## config.mk

```make
export PLATFORM = sky130hd
export DESIGN_NAME = branch_resolve
export DESIGN_NICKNAME = d
export VERILOG_FILES = /design/src/rtl/branch_resolve.sv
export SDC_FILE = /design/constraint.sdc
export NUM_CORES = 1
export LEC_CHECK = 0
export BUFFER_PORTS_ARGS = -buffer_cell sky130_fd_sc_hd__buf_4
export CAP_MARGIN = 40
export CORE_AREA = 2 2 129 131
export DETAILED_ROUTE_END_ITERATION = 12
export DIE_AREA = 0 0 131 133
export PLACE_DENSITY = 0.91
export SYNTH_ARGS = -nofsm -noshare
export SYNTH_HDL_FRONTEND = slang
export SYNTH_SLANG_ARGS = --single-unit
export TNS_END_PERCENT = 100
```

## constraint.sdc

```tcl
create_clock -name clk -period 7.6 [get_ports clk]
set_input_delay 1.9 -clock clk [delete_from_list [all_inputs] [get_ports clk]]
set_output_delay 1.9 -clock clk [all_outputs]
set_load 0.02 [all_outputs]
```

## src/rtl/branch_resolve.sv

```systemverilog
// branch_resolve
// Multi-cycle resolver for MIPS conditional branches. A request captured in
// IDLE walks through CMP (subtract and flag capture), RESOLVE (decision and
// target computation) and DONE (one-cycle completion with PC write strobe).
//
// Ports:
//   clk, rst        clock and synchronous active-high reset
//   start           request strobe, sampled only in IDLE
//   op              0 BEQ, 1 BNE, 2 BLEZ, 3 BGTZ, 4 BLTZ, 5 BGEZ, 6/7 reserved
//   rs_val, rt_val  operands (rt_val used only by BEQ/BNE)
//   pc_plus4        branch address + 4
//   imm16           signed word offset
//   flush           aborts a request sitting in CMP or RESOLVE
//   busy            state is not IDLE
//   done            one-cycle completion pulse
//   taken, next_pc  decision and resulting PC, held until the next done
//   pc_write        done & taken
//   zero_flag       (rs - sel_rt) == 0 from the last CMP
module branch_resolve #(
    parameter int WIDTH = 32
) (
    input  logic             clk,
    input  logic             rst,
    input  logic             start,
    input  logic [2:0]       op,
    input  logic [WIDTH-1:0] rs_val,
    input  logic [WIDTH-1:0] rt_val,
    input  logic [WIDTH-1:0] pc_plus4,
    input  logic [15:0]      imm16,
    input  logic             flush,
    output logic             busy,
    output logic             done,
    output logic             taken,
    output logic [WIDTH-1:0] next_pc,
    output logic             pc_write,
    output logic             zero_flag
);

    typedef enum logic [1:0] {
        IDLE    = 2'd0,
        CMP     = 2'd1,
        RESOLVE = 2'd2,
        DONE    = 2'd3
    } state_t;

    localparam logic [2:0] OP_BEQ  = 3'd0;
    localparam logic [2:0] OP_BNE  = 3'd1;
    localparam logic [2:0] OP_BLEZ = 3'd2;
    localparam logic [2:0] OP_BGTZ = 3'd3;
    localparam logic [2:0] OP_BLTZ = 3'd4;
    localparam logic [2:0] OP_BGEZ = 3'd5;

    state_t            state_reg, state_next;
    logic [2:0]        op_reg;
    logic [WIDTH-1:0]  rs_reg;
    logic [WIDTH-1:0]  rt_reg;
    logic [WIDTH-1:0]  pc_reg;
    logic [15:0]       imm_reg;
    logic              zero_flag_reg;
    logic              sign_reg;
    logic              taken_reg;
    logic [WIDTH-1:0]  next_pc_reg;

    logic [WIDTH-1:0]  sel_rt;
    logic [WIDTH-1:0]  diff;
    logic [WIDTH-1:0]  offset;
    logic [WIDTH-1:0]  target;
    logic              taken_next;

    // Byte offset = sign_extend(imm16) << 2, built bit by bit.
    assign offset[1:0] = 2'b00;
    generate
        for (genvar gi = 0; gi < WIDTH - 2; gi++) begin : g_offset
            if (gi < 16) begin : g_lo
                assign offset[gi+2] = imm_reg[gi];
            end else begin : g_hi
                assign offset[gi+2] = imm_reg[15];
            end
        end
    endgenerate

    // Only the two-operand compares use rt; the zero-compare branches test rs alone.
    assign sel_rt = (op_reg == OP_BEQ || op_reg == OP_BNE) ? rt_reg : '0;
    assign diff   = rs_reg - sel_rt;
    assign target = pc_reg + offset;

    always_comb begin
        taken_next = 1'b0;
        case (op_reg)
            OP_BEQ:  taken_next = zero_flag_reg;
            OP_BNE:  taken_next = !zero_flag_reg;
            OP_BLEZ: taken_next = zero_flag_reg | sign_reg;
            OP_BGTZ: taken_next = !zero_flag_reg & !sign_reg;
            OP_BLTZ: taken_next = sign_reg;
            OP_BGEZ: taken_next = !sign_reg;
            default: taken_next = 1'b0;
        endcase
    end

    always_comb begin
        state_next = state_reg;
        case (state_reg)
            IDLE:    if (start) state_next = CMP;
            CMP:     state_next = flush ? IDLE : RESOLVE;
            RESOLVE: state_next = flush ? IDLE : DONE;
            DONE:    state_next = IDLE;
            default: state_next = IDLE;
        endcase
    end

    always_ff @(posedge clk) begin
        if (rst) begin
            state_reg     <= IDLE;
            op_reg        <= '0;
            rs_reg        <= '0;
            rt_reg        <= '0;
            pc_reg        <= '0;
            imm_reg       <= '0;
            zero_flag_reg <= 1'b0;
            sign_reg      <= 1'b0;
            taken_reg     <= 1'b0;
            next_pc_reg   <= '0;
        end else begin
            state_reg <= state_next;
            case (state_reg)
                IDLE: begin
                    if (start) begin
                        op_reg  <= op;
                        rs_reg  <= rs_val;
                        rt_reg  <= rt_val;
                        pc_reg  <= pc_plus4;
                        imm_reg <= imm16;
                    end
                end
                CMP: begin
                    // Flags are captured even if flushed; only the decision is protected.
                    zero_flag_reg <= (diff == '0);
                    sign_reg      <= rs_reg[WIDTH-1];
                end
                RESOLVE: begin
                    if (!flush) begin
                        taken_reg   <= taken_next;
                        next_pc_reg <= taken_next ? target : pc_reg;
                    end
                end
                default: ;
            endcase
        end
    end

    assign busy      = (state_reg != IDLE);
    assign done      = (state_reg == DONE);
    assign pc_write  = done & taken_reg;
    assign taken     = taken_reg;
    assign next_pc   = next_pc_reg;
    assign zero_flag = zero_flag_reg;

endmodule

```

## Yosys cells after proc, flatten, opt, wreduce, memory -nomap -nowiden

Cells that the tools add are included.

- Flip-flop bits (word level): 152
- Input port bits: 119
- Output and inout port bits: 37
- Logic and storage cells: 41

- Multiplexer cells: 7
- Add/sub/neg operators: 2
- Equal/unequal tests: 9
- Bitwise logic cells: 4
- Reductions and logical operators: 9

Operators by type and width:

| cell | count |
|---|---|
| 32-bit 2-to-1 mux | 2 |
| 32-bit adder | 1 |
| 32-bit zero test | 1 |
| 32-bit subtractor | 1 |
| 2-bit one-hot mux with 4 select lines | 1 |
| 3-bit by 2-bit equality test with 1-bit output (second input constant) | 2 |
| 3-bit equality test (second input constant) | 2 |
| 2-bit 2-to-1 mux | 3 |
| 1-bit one-hot mux with 6 select lines | 1 |
| 2-bit equality test (second input constant) | 2 |
| 2-bit AND reduction | 2 |
| 3-bit by 1-bit equality test with 1-bit output (second input constant) | 1 |
| 3-bit zero test | 1 |
| 1-bit AND | 2 |
| 2-bit by 1-bit equality test with 1-bit output (second input constant) | 1 |
| 1-bit zero test | 2 |
| 2-bit zero test | 1 |
| 2-bit inequality test (second input constant) | 1 |
| 2-bit nonzero test | 1 |
| 1-bit logical OR | 1 |
| 1-bit inverter | 1 |
| 1-bit OR | 1 |

## Depth between registers and ports, before layout

Gate-level depths: netlist (run 1).

- Word-level depth: 5
- Depth in mapped cells: 15
- Mapped depth without buffers: 13

## Worst setup path before layout (run 1)

No wires, ideal clock.

- Kind: input to register
- Start point: input port rst
- End point: register zero_flag_reg, in the netlist zero_flag
- Arrival: 3.572 ns
- Library setup time: 0.059 ns
- Required time: 7.541 ns
- Setup slack: 3.968 ns
- Stages: 9
- Path buffers: 1
- Cell sequence: clkbuf_1 nor3_1 nand4_1 a2111oi_0 o2111ai_1 nor4_1 nand4_1 or4_1 nand2_1

RTL lines:

| what | RTL line | text |
|---|---|---|
| start: declaration | 23 | `input logic rst,` |
| end signal: assignment | 137 | `zero_flag_reg <= (diff == '0);` |
| end: declaration | 59 | `logic zero_flag_reg;` |

## Worst setup path after layout (run 1)

- Start point: register op_reg[2]
- End point: register zero_flag_reg, in the netlist zero_flag

- Cells in the longest elaborated chain, start to end: 5

RTL lines:

| what | RTL line | text |
|---|---|---|
| start: declaration | 54 | `logic [2:0] op_reg;` |
| start signal: assignment | 128 | `op_reg <= op;` |
| 3-bit by 1-bit equality test with 1-bit output / 3-bit zero test (equally long branches) | 83 | `assign sel_rt = (op_reg == OP_BEQ \|\| op_reg == OP_BNE) ? rt_reg : '0;` |
| 1-bit logical OR * | 83 |  |
| 32-bit 2-to-1 mux * | 83 |  |
| 32-bit subtractor * | 84 | `assign diff = rs_reg - sel_rt;` |
| 32-bit zero test * | 137 |  |

Mark *: on every way between the ends. The rest lies on a longest branch, timed or not.
A chain may end at the register's enable or synchronous reset.

==> metrics, run 1 <==
Clock Power Share 39.1%; drt total wl 25.8 mm; PD cells 218 mW/mm^2; CP most frequent cell nand2_1; Detailed Place HPWL around 18 mm; max incr delay on CP 0.47 ns; Final Hold Vio Count 0; CP max FO 32; FP Rows 47; Core ar. 0.0162 sq mm; Post-synth top cells nand2_1 (351), a21oi_1 (185), dfxtp_1 (152), ha_1 (69), clkbuf_1 (64); RSZ-0062 raised after global routing no; Cell Area, Synth 0.00915 sq mm; area leader, netlist dfxtp_1; Area Growth Syn to Fin 21.6%; Setup Buffers After CTS 0; status finished, final reports clean; Final ANT Viol Nets 0; worst path bufs/invs 1; sequential area share after synthesis between 30% and 40%; Final Skew 0.0103 ns; Final period util between 50% and 60%; Max Clk Rate 0.262 GHz; Logic pwr share 25.0%; PostCTS Resize Cnt 0; average size of a mapped cell between 7 and 8 sq um; Least-Margin Pin Slew 0.841 ns; NetSw 0.770 mW; most frequent cell after synthesis nand2_1; cell count after synthesis 1244; DR WL met2 13.0 mm; Die Y 133 um; switch share 31.7%; Clock transition at path regs 0.07 ns; largest net degree at the start of global routing 91; global router's overall resource usage 30.0%; register bit total from synthesis 152; Relative slew margins 43.8%; post-route minimum period 3.82 ns; die area 0.0174 sq mm; WL met3 1.55 mm; antenna violations before repair 0; root buf cell clkbuf_16; routed vias 9409; unique cell type count in the Yosys netlist 63; WS Path Type flop to flop; CTS hold repair buffers 0; sequential share of power 35.9%; Synth top area share 33.3%; main flop type after synthesis dfxtp_1; CP Launch Type flop; ys async rst share 0%; wire per inst 16.2 um; VDD IR-drop max 0.182 mV; DRT met1 WL 10.6 mm; ranking of synthesized cells by area dfxtp_1 (33%), nand2_1 (14%), a21oi_1 (10%), ha_1 (9.4%), clkbuf_1 (2.6%); clk_lat worst skew 0.44 ns; IO buf count 155; Final setup violation count 0; fin worst setup slack 3.78 ns; Final Slew Violations 0; gpl congestion 0.936; Crit path required time 7.98 ns; htree depth 4; highest-delay cell along the critical path or4_1; warnings from Yosys 0; n_diodes 0; Top delay family on crit path simple AND/OR/NAND/NOR gates; post-synth net total roughly 1400; max cap viols 0; wire length of the first global-routing pass 42.2 mm; io pins 156; Die X 131 um; Leak 4.78 nW; drt pass-1 iters 5; CTS tree built; setup TNS 0 ns; Layout Nets 1547; Cell Chain, Critical Path nor2_2 -> buf_4 -> nand2_1 -> ha_1 -> a21oi_1 -> nor3b_1 -> a2111oi_2 -> o21ai_1 -> nand2_1 -> a31oi_1 -> mux2i_1 -> o311ai_1 -> or4_1 -> nand2_1; CTS Buffer Depth 2; WP data arrival between 4 and 5 ns; vias in the first global route between 9000 and 10000; P_int 1.66 mW; dpl ws 3.51 ns; Top Layer Used met4; CTS Buf Count 17; Iter 0 DRT Violations 601; Clock Sinks 152; Post-synth EDFFs 0; Hold Crit Class flop to flop; vias per cell 5.91; endpoint class of the critical path flop; Initial Util 56.6%; drt drc 0; grt ovf 0; layout cells sized above 1 15.6%
## final timing paths
kind	endpoint	startpoint	cells past startpoint	slack, ns
max	zero_flag	op_reg[2]	14	3.78
min	rt_reg[3]	rt_reg[3]	2	0.46
max reg2reg	zero_flag	op_reg[2]	14	3.78
min reg2reg	rt_reg[3]	rt_reg[3]	2	0.46
## per-layer routing
metal  up-vias  GRT usage [%]
li1       4603              -
met1      4394           35.2
met2       349           52.7
met3        63           6.75
met4         0           11.6
met5         -              0
## stage by stage
step	hold WS, ns	instances	cell area (sq um)	power, mW	utilization, %
4_1_cts	0.457	1591	11100	2.42	68.8
6_report	0.456	1591	11100	2.43	68.8
2_1_floorplan	0.432	1244	9150	1.30	-
5_1_grt	0.473	1591	11100	2.53	68.8
3_5_place_dp	0.447	1559	10500	1.48	64.8
3_3_place_gp	0.438	1556	10400	1.46	64.2
## worst min-delay path, delay by kind of cell, from the launching register on
kind / cells / cell delay [ns]
AOI/OAI and AO/OA: 1 / 0.05
DFF: 1 / 0.31
and+or+nand+nor: 1 / 0.05
## cell families after synthesis
logic type,synth area share [%]
mux,0.547
fa+ha+maj,9.66
buf+inv,3.65
compound gates,24.6
flops,33.3
xor+xnor,3.64
simple gates,24.6
## placed cells by master, fill, tap and decap left out, types with 7 or more instances in the layout
master and instances:
nand2_1 350, a21oi_1 185, buf_4 161, dfxtp_1 152, ha_1 69, nor2_1 58, o21ai_0 32, a21o_1 24
a211oi_1 23, xnor2_1 23, nand3_1 22, inv_1 19, nor3_1 19, clkbuf_16 17, xor2_1 15, nand4_1 14
o211ai_1 13, o21a_1 12, a311oi_1 12, nand2b_1 11, a31oi_1 10, o21bai_1 9, or3_1 7
## power groups by stage
stage               clock, mW  sequential [mW]  combinational, mW
finish                  0.949            0.871              0.605
global route            0.988            0.875              0.669
CTS                     0.952            0.870              0.597
detailed placement          0            0.888              0.590
global placement            0            0.886              0.577
floorplan                   0            0.882              0.423
## layout make-up
type | instances | area, sq um
clock inverters | 15 | 233
well taps | 220 | 275
multi-input cells | 1004 | 5790
flip-flops and latches | 152 | 3040
clock buffers | 17 | 425
inverters | 19 | 71.3
repair buffers | 164 | 1290
fillers | 1296 | 5040
Note: power is estimated with default switching activity, not from simulation.
==> run 2, diff against run 1 <==
--- a/config.mk
+++ b/config.mk
@@ -5,12 +5,13 @@
 export SDC_FILE = /design/constraint.sdc
 export NUM_CORES = 1
 export LEC_CHECK = 0
+export ABC_AREA = 1
 export BUFFER_PORTS_ARGS = -buffer_cell sky130_fd_sc_hd__buf_4
 export CAP_MARGIN = 40
-export CORE_AREA = 2 2 129 131
+export CORE_AREA = 2 2 142 144
 export DETAILED_ROUTE_END_ITERATION = 12
-export DIE_AREA = 0 0 131 133
-export PLACE_DENSITY = 0.91
+export DIE_AREA = 0 0 144 146
+export PLACE_DENSITY = 0.86
 export SYNTH_ARGS = -nofsm -noshare
 export SYNTH_HDL_FRONTEND = slang
 export SYNTH_SLANG_ARGS = --single-unit
==> constraint.sdc (replaced) <==
create_clock -name clk -period 3.49 [get_ports clk]
set_input_delay 0.8725 -clock clk [delete_from_list [all_inputs] [get_ports clk]]
set_output_delay 0.8725 -clock clk [all_outputs]
set_load 0.02 [all_outputs]
==> run 2 against run 1 <==
Against the previous run: wire length rose by 15%; critical path depth increased by 4; maximum frequency is 28% higher; hold slack better by 0.011 ns; combinational power increased to 3.1 times the previous value; sequential power rose by 120%; die area is 21% higher; sequential cell count stayed put; power up 140%; synthesized cell count rose by 28%; largest power group is now registers.
==> metrics, run 2 <==
gpl congestion 0.986 (+5.4%); vias in the first global route 10100 (+12%); Post-synth EDFFs 0 (unchanged); max cap viols 0 (unchanged); main flop type after synthesis dfxtp_1; Setup Buffers After CTS 0 (unchanged); routed vias 10700 (+14%); Reg2Reg Setup Slack 0.52 ns (-3.26 ns); CP Launch Type flop; post-synth net total 1787 (+25%); RSZ-0062 raised after global routing no; status finished, final reports clean; max incr delay on CP 0.36 ns (-0.11 ns); grt ovf 0 (unchanged); post-route minimum period 2.97 ns (-0.845 ns); WHS Path Cells 2 (unchanged); Crit path required time 3.87 ns (-4.11 ns); Final Skew 0.0143 ns (+0.00399 ns); ranking of synthesized cells by area dfxtp_1 (30%), nand2_1 (14%), nor2_1 (10%), ha_1 (8.7%), o21ai_0 (7.4%); unique cell type count in the Yosys netlist 40 (-37%); warnings from Yosys 0 (unchanged); register bit total from synthesis 152 (unchanged); most frequent cell after synthesis nand2_1; Layout Nets 1916 (+24%); drt pass-1 iters 5 (unchanged); Hold Crit Class flop to flop; setup TNS 0 ns (unchanged); IO buf count 155 (unchanged); Max Clk Rate 0.336 GHz (+28%); NetSw 2.22 mW (+190%); sequential area share after synthesis 30.5% (-2.8 points); CP max FO 33 (+3.1%); switch share 38.8% (+7.1 points); P_int 3.49 mW (+110%); Hold EP next_pc[25]; CTS Buffer Depth 2 (unchanged); vias per cell 5.35 (-9.5%); Top delay family on crit path simple AND/OR/NAND/NOR gates; htree depth 4 (unchanged); Post-synth top cells nand2_1 (375), nor2_1 (270), inv_1 (189), dfxtp_1 (152), o21ai_0 (148); Cell Chain, Critical Path nor2_4 -> buf_4 -> nand2_1 -> ha_1 -> nand2_1 -> nor2_1 -> nand2_1 -> nand2_1 -> inv_1 -> nand2_1 -> nand2_1 -> nand3_1 -> nand2_1 -> nor2_1 -> nand2_1 -> nor2_1 -> nand2_1 -> a21oi_2; Synth top area share 30.5% (-2.8 points); Final Non-Filler Cells 2005 (+26%); endpoint class of the critical path flop; dpl cells 1973 (+27%); Least-Margin Pin Slew 0.742 ns (-0.0984 ns); Pwr Total 5.71 mW (+140%); Logic pwr share 32.4% (+7.4 points); die area 0.0210 sq mm (+21%); Final Hold Vio Count 0 (unchanged); WS Path Type flop to flop; Clock Sinks 152 (unchanged); Clock Power Share 33.4% (-5.7 points); PostCTS Resize Cnt 0 (unchanged); VDD IR-drop max 0.364 mV (+100%); Multi-input gate area 0.00600 sq mm (+3.5%); antenna violations before repair 0 (unchanged); Die X 144 um (+9.9%); WP data arrival 3.35 ns (-0.85 ns); Core ar. 0.0193 sq mm (+20%); Final setup violation count 0 (unchanged); Area Growth Syn to Fin 20.4%; cell count after synthesis 1598 (+28%); CTS Buf Count 17 (unchanged); PD cells 475 mW/mm^2 (+120%); drt drc 0 (unchanged); Final ANT Viol Nets 0 (unchanged); ys async rst share 0% (unchanged); highest-delay cell along the critical path dfxtp_1; io pins 156 (unchanged); Cell Area, Synth 0.00998 sq mm (+9.1%); root buf cell clkbuf_16; Iter 0 DRT Violations 721 (+20%); wire per inst 14.8 um (-8.5%); commonest non-fill, non-tap cell in the layout nand2_1; # fillers 1793 (+38%); FP Rows 51 (+8.5%); Final period util 85.2% (+35 points); Relative slew margins 50.5% (+6.7 points); average size of a mapped cell 6.24 sq um (-15%); largest net degree at the start of global routing 144 (+58%); leading cell types in the layout, fill and taps excluded nand2_1 (374), nor2_1 (270), inv_1 (189), buf_4 (160), dfxtp_1 (152); dpl ws 0.564 ns (-2.95 ns); wire length of the first global-routing pass 47.5 mm (+13%); Core Util, Final 62.1% (-6.7 points); Clock transition at path regs 0.08 ns (about the same); register area 0.00304 sq mm (unchanged); Leak 5.96 nW (+25%); Die Y 146 um (+9.8%); CTS tree built; CP most frequent cell nand2_1; Detailed Place HPWL 22.6 mm (+25%); r2r startpoint op_reg[2]; area leader, netlist dfxtp_1; Final Slew Violations 0 (unchanged); CTS hold repair buffers 0 (unchanged); hold wc startpoint next_pc[25]; FF-to-FF path depth 18 (+4); worst path bufs/invs 2 (+1); clk_lat worst skew 0.44 ns (about the same); Initial Util 51.6% (-5.0 points); drt total wl 29.8 mm (+15%); R2R Path End zero_flag; fin worst setup slack 0.516 ns (-3.26 ns); global router's overall resource usage 28.0% (-2.1 points); n_diodes 0 (unchanged); sequential share of power 34.2% (-1.7 points); layout cells sized above 1 13.0% (-2.6 points)
[run 2: cell count changes after synthesis, sizes merged, moves of 12 or more]
| cell | delta |
|---|---|
| clkbuf | -22 |
| o21ai | +129 |
| a21o | -18 |
| nand2 | +29 |
| a211oi | -24 |
| a21oi | -50 |
| nand3 | +45 |
| a311oi | -12 |
| inv | +176 |
| nor2 | +219 |
| xnor2 | -18 |
[run 2: area by class of cell]
class | instances | share of cell area [%]
clock buffer | 17 | 3.54
clock inverter | 15 | 1.63
inverter | 196 | 6.13
multi-input combinational | 1196 | 49.9
sequential | 152 | 25.3
tap | 265 | 2.76
timing repair buffer | 164 | 10.7
[run 2: worst max-delay path by stage]
stage          startpoint   endpoint  slack, ns  depth (start not counted)
2_1_floorplan   op_reg[2]  zero_flag       1.10                         19
3_3_place_gp    op_reg[2]  zero_flag       0.59                         18
3_5_place_dp    op_reg[2]  zero_flag       0.56                         18
4_1_cts         op_reg[2]  zero_flag       0.55                         18
5_1_grt         op_reg[2]  zero_flag       0.20                         19
6_report        op_reg[2]  zero_flag       0.52                         18
[run 2: power by group through the flow]
stage | Clock, mW | Combinational, mW | Sequential [mW]
CTS | 1.93 | 1.82 | 1.95
global route | 1.99 | 2.06 | 1.96
detailed placement | 0 | 1.80 | 1.99
floorplan | 0 | 1.31 | 1.97
finish | 1.91 | 1.85 | 1.95
global placement | 0 | 1.78 | 1.99
[run 2: cells by family after synthesis]
family | Yosys count | synth area share, %
AOI/OAI and AO/OA | 332 | 17.7
xor gates and xnor gates | 23 | 2.02
adders and majority gates | 70 | 8.85
buffers and inverters | 250 | 9.48
DFF | 152 | 30.5
and+or+nand+nor | 771 | 31.5
[run 2: through the flow]
stage	cell area (sq um)	hold slack (ns)
2_1_floorplan	9980	0.430
3_3_place_gp	11400	0.453
3_5_place_dp	11400	0.458
4_1_cts	12000	0.470
5_1_grt	12000	0.490
6_report	12000	0.467
[run 2: routing by layer]
layer  global-route usage (%)  part of all wire (%)  vias up  wire, um
met3                     4.21                   4.3       70      1290
li1                         -                     -     5397         -
met4                     9.41                   2.9        0       859
met1                     32.7                    41     4959     12300
met2                     51.6                    51      301     15300
met5                        0                     0        -         0
[run 2: worst reg2reg max path: stages, from the launching register on]
cell     delay, ns
dfxtp_1       0.36
nor2_4        0.11
buf_4         0.34
nand2_1       0.14
ha_1          0.34
nand2_1       0.14
nor2_1        0.33
nand2_1       0.10
nand2_1       0.12
inv_1         0.05
nand2_1       0.13
nand2_1       0.09
nand3_1       0.09
nand2_1       0.06
nor2_1        0.15
nand2_1       0.10
nor2_1        0.10
nand2_1       0.08
a21oi_2       0.10
